`config.mk`:
```
export PLATFORM = sky130hd
export DESIGN_NAME = envelope_follower
export DESIGN_NICKNAME = d
export VERILOG_FILES = /design/src/rtl/envelope_follower.sv
export SDC_FILE = /design/constraint.sdc
export NUM_CORES = 1
export LEC_CHECK = 0
export CAP_MARGIN = 20
export CORE_ASPECT_RATIO = 1.5
export CORE_UTILIZATION = 60
export DETAILED_ROUTE_END_ITERATION = 12
export DONT_BUFFER_PORTS = 1
export GPL_TIMING_DRIVEN = 0
export PLACE_DENSITY = 0.88
export SLEW_MARGIN = 20
export SYNTH_ARGS = -nofsm -noshare
export SYNTH_HDL_FRONTEND = slang
export SYNTH_SLANG_ARGS = --single-unit
```
`constraint.sdc`:
```
create_clock -name sample_clock -period 5.5 [get_ports sample_clock]
set_input_delay 0.825 -clock sample_clock [delete_from_list [all_inputs] [get_ports sample_clock]]
set_output_delay 0.825 -clock sample_clock [all_outputs]
set_load 0.02 [all_outputs]
```
`src/rtl/envelope_follower.sv`:
```
// Envelope follower: rectifies a signed audio stream into an 8-bit level with
// independent attack/release slew, and derives a hysteretic gate with hold time.
module envelope_follower #(
  parameter int unsigned BITDEPTH = 14,
  parameter int unsigned HYST     = 8
) (
  input  logic                       sample_clock,
  input  logic                       rst,
  input  logic signed [BITDEPTH-1:0] in,
  input  logic        [7:0]          attack,
  input  logic        [7:0]          release_rate,
  input  logic        [7:0]          threshold,
  input  logic        [7:0]          hold,
  output logic        [7:0]          level,
  output logic                       gate
);

  localparam int unsigned MagW = BITDEPTH - 1;
  localparam logic [8:0]  Hyst9 = 9'(HYST);

  typedef enum logic [1:0] {StClosed, StOpen, StHold} state_e;

  // Rectifier
  logic [BITDEPTH-1:0] neg;
  logic [MagW-1:0]     mag;
  logic [7:0]          mag8;

  always_comb begin
    neg = (~in) + {{(BITDEPTH-1){1'b0}}, 1'b1};
    if (!in[BITDEPTH-1]) begin
      mag = in[MagW-1:0];
    end else if (in[BITDEPTH-2:0] == '0) begin
      mag = '1;  // most-negative code has no positive twin; saturate
    end else begin
      mag = neg[MagW-1:0];
    end
    mag8 = mag[MagW-1 -: 8];
  end

  // Slewing accumulator
  logic [15:0] acc_q, acc_d, target;
  logic [16:0] rise_sum, fall_floor;

  always_comb begin
    target     = {mag8, 8'h00};
    rise_sum   = {1'b0, acc_q} + {9'b0, attack} + 17'd1;
    fall_floor = {1'b0, target} + {9'b0, release_rate} + 17'd1;
    acc_d      = acc_q;
    if (target > acc_q) begin
      acc_d = (rise_sum > {1'b0, target}) ? target : rise_sum[15:0];
    end else if (target < acc_q) begin
      // Clamp whenever a full step would land below the target.
      acc_d = ({1'b0, acc_q} < fall_floor) ? target
                                           : acc_q - {8'b0, release_rate} - 16'd1;
    end
  end

  always_ff @(posedge sample_clock or negedge rst) begin
    if (!rst) begin
      acc_q <= '0;
    end else begin
      acc_q <= acc_d;
    end
  end

  assign level = acc_q[15:8];

  // Gate detector
  state_e     state_q, state_d;
  logic [7:0] cnt_q, cnt_d;
  logic [7:0] close_thr;
  logic       gate_q, gate_d;

  always_comb begin
    if ({1'b0, threshold} >= Hyst9) begin
      close_thr = threshold - Hyst9[7:0];
    end else begin
      close_thr = 8'd0;
    end
  end

  always_ff @(posedge sample_clock or negedge rst) begin
    if (!rst) begin
      state_q <= StClosed;
      cnt_q   <= '0;
      gate_q  <= 1'b0;
    end else begin
      state_q <= state_d;
      cnt_q   <= cnt_d;
      gate_q  <= gate_d;
    end
  end

  always_comb begin
    state_d = state_q;
    cnt_d   = cnt_q;
    case (state_q)
      StClosed: begin
        if (level >= threshold) state_d = StOpen;
      end
      StOpen: begin
        if (level < close_thr) begin
          state_d = StHold;
          cnt_d   = hold;
        end
      end
      StHold: begin
        if (level >= threshold) begin
          state_d = StOpen;
        end else if (cnt_q == 8'd0) begin
          state_d = StClosed;
        end else begin
          cnt_d = cnt_q - 8'd1;
        end
      end
      default: state_d = StClosed;
    endcase
  end

  // Gate is registered from the next state so it moves on the same edge.
  always_comb begin
    gate_d = (state_d != StClosed);
  end

  assign gate = gate_q;

endmodule

```
==> metrics <==
status=finished clean; chip width=around 73 µm; vias per cell=6.64; RD Place Congestion=1.02; CTS Hold Bufs=0; cell breakdown of the critical path=ha_1, nor2b_1, o31ai_1, a21oi_1, o21a_1, o2111a_1, xnor2_1, ha_1, nand4_1, or4_1, a211oi_1, o2111ai_1, a2bb2oi_1, buf_2, nand2_1, o31ai_1; crit path DAT=between 5 and 6 ns; CP max FO=10; Adder-Cell Fraction of Synth Area=0.196; async set or reset register ratio after synthesis=1.00; CP required=5.69 ns; die span in y=~110 µm; Synth Flop Type=dfrtp_1; Cells after Synth=590; yosys warns=0; gr usage total=0.326; worst rel slew slack=0.502; part of the power in registers=0.208; total number of vias=4609; post-synthesis simple-gate area fraction=0.238; worst slew pin tran=0.742 ns; Clock Latency Late Sink=0.28 ns; register area share after synthesis=0.150; worst hold path class=primary input to async pin; die area=~7800 µm²; multiplexer share of the synthesized area=0.0234; Max Root-Sink Buffers=2; Crit. End Element=flip-flop; RSZ-0062 raised after global routing=false; Netlist Area Pre-Place=4490 µm²; combinational fraction of design power=0.740; largest net degree at the start of global routing=28; syn_area_per_cell=7.61 µm²; Hold Violations, Final=0; Final ANT Viol Nets=0; Max VDD drop=0.276 mV; Design Area, Final=4660 µm²; post-synthesis xor/xnor area fraction=0.0507; Sw Pwr=around 1.2 mW; PwrDens=494 nW/µm²; most common cell in the synthesized netlist=ha_1; CTS Root Cell=clkbuf_8; WL/cell=18.2 µm; H-tree Lvls=1; Worst path max stage delay=0.53 ns; CP max stage cell=o31ai_1; final cycle utilization of the critical path=0.891; max-capacitance violation count=0; fin nets=712; first-pass GRT wire length=20100 µm; largest cells by area after synthesis=ha_1 19%, dfrtp_1 15%, xnor2_1 4.9%; startpoint class of the critical path=primary input; IO Pins=57; Num CTS Buffers=3; Worst-path clk slew=about 0.1 ns; Pre-antenna DRT Iters=5; GRT overflow=0; Sink Count=27; ANT cells=0; initial antenna violation count=0; post-cts gate resize count=0; vias in the first global route=between 4000 and 5000; Remaining DRCs=0; sw frac=0.536; Peak Freq=about 200 MHz; CTS tree=yes; Max Slew Vio Count=0; leak pwr=2.08 nW; cell taking the most area after synthesis=ha_1; Synth Net Count=between 700 and 800; Compound-Gate Fraction of Synth Area=0.268; core area=7230 µm²; Yosys cell types=84; PortBufs=0; Int Power=1.07 mW; Synth Register Bits=27; Area after DPL=approximately 4600 µm²; clock network fraction of design power=0.052; total power=2.30 mW; largest family of logic cells by synthesized area=compound AO/OA/AOI/OAI gates; Layout Skew=0.00490 ns; # Post-CTS Setup Buffers=0; final wirelength=12600 µm; initial DRC count=252; share of cells above drive strength 1=0.0606; placement row count=38; Area Overhead vs Synth=3.79%; Post-synth EDFFs=0; Final setup violation count=0; Starting Density=0.621; top cells by count, synth=67 x ha_1, 55 x nor2_1, 51 x inv_1; HPWL Detailed=10200 µm; post-synth top area share=0.187; worst setup path class=primary input to flip-flop; Period minus WS final=4.90 ns; post-route setup TNS=0 ns
## stage by stage
stage	util	worst slack [ns]	cells	hold WS, ns
final	0.645	0.600	694	0.225
after global routing	0.645	0.365	694	0.214
after CTS	0.645	0.667	694	0.225
after detailed placement	0.639	0.378	690	0.530
after global placement	0.639	0.429	690	0.530
after floorplan	-	1.06	590	0.513
## cell usage in the layout (no fill, tap or decap), drive strengths merged, types with 5 or more instances in the layout
cell	count
o31ai	5
ha	67
mux2i	6
nor3	25
a21o	6
o311ai	5
o21ai	41
nor2b	7
o21a	12
nor4	9
inv	51
nand2	44
o22ai	6
clkbuf	9
xnor2	25
a211oi	10
nand4	9
nand2b	10
o211ai	5
buf	13
nand3	19
or4	5
a31oi	5
dfrtp	27
a21oi	42
nor2	56
## metal layers
| metal | global-route usage | vias to the layer above | wire [µm] |
|---|---|---|---|
| li1 | - | 2189 | - |
| met3 | 0.0298 | 71 | 664 |
| met5 | 0 | - | 0 |
| met2 | 0.613 | 211 | 6500 |
| met1 | 0.336 | 2138 | 4660 |
| met4 | 0.210 | 0 | 806 |
## power by group through the flow
stage                     Sequential, mW  Combinational (mW)  Clock, mW
after floorplan                    0.398                1.33          0
after global placement             0.470                1.61          0
after detailed placement           0.476                1.66          0
after CTS                          0.471                1.67      0.119
after global routing               0.484                1.88      0.128
final                              0.480                1.70      0.120
## worst max-delay path: cells and delay by family
kind	cells	cell delay, ns
buffers and inverters	1	0.30
adder cells (fa/ha/maj)	2	0.59
AO/OA/AOI/OAI	8	2.19
XOR/XNOR	1	0.15
AND/OR/NAND/NOR	4	1.03
## layout make-up
cell class,count,area (µm²)
multi-input cells,493,3490
fillers,653,2570
flip-flops and latches,27,676
inverters,52,195
plain buffers,18,134
well taps,100,125
clock buffers,4,45.0
## worst paths after layout
check                           from        to  slack [ns]  cells after the start
max in group asynchronous        rst  acc_q[4]        5.20                      0
min in group sample_clock   cnt_q[7]  cnt_q[7]        0.57                      2
max reg2reg                 acc_q[1]  acc_q[7]        0.60                     16
min                              rst  cnt_q[1]        0.23                      0
max                        attack[1]  acc_q[7]        0.60                     16
min reg2reg                 cnt_q[7]  cnt_q[7]        0.57                      2
## kinds of logic (layout without fill, tap and decap cells)
kind of cell               count (synthesis)  after routing
muxes                                     10             10
adders and majority gates                 69             69
buffers and inverters                     70             74
DFF                                       27             27
AOI/OAI and AO/OA                        178            178
xor gates and xnor gates                  26             26
and+or+nand+nor                          210            210
## sequential cells by signal, summed over array words and instances, names as in the netlist
name,count
acc_q,16
cnt_q,8
gate,1
state_q,2
Power figures use the tool's default switching activity.
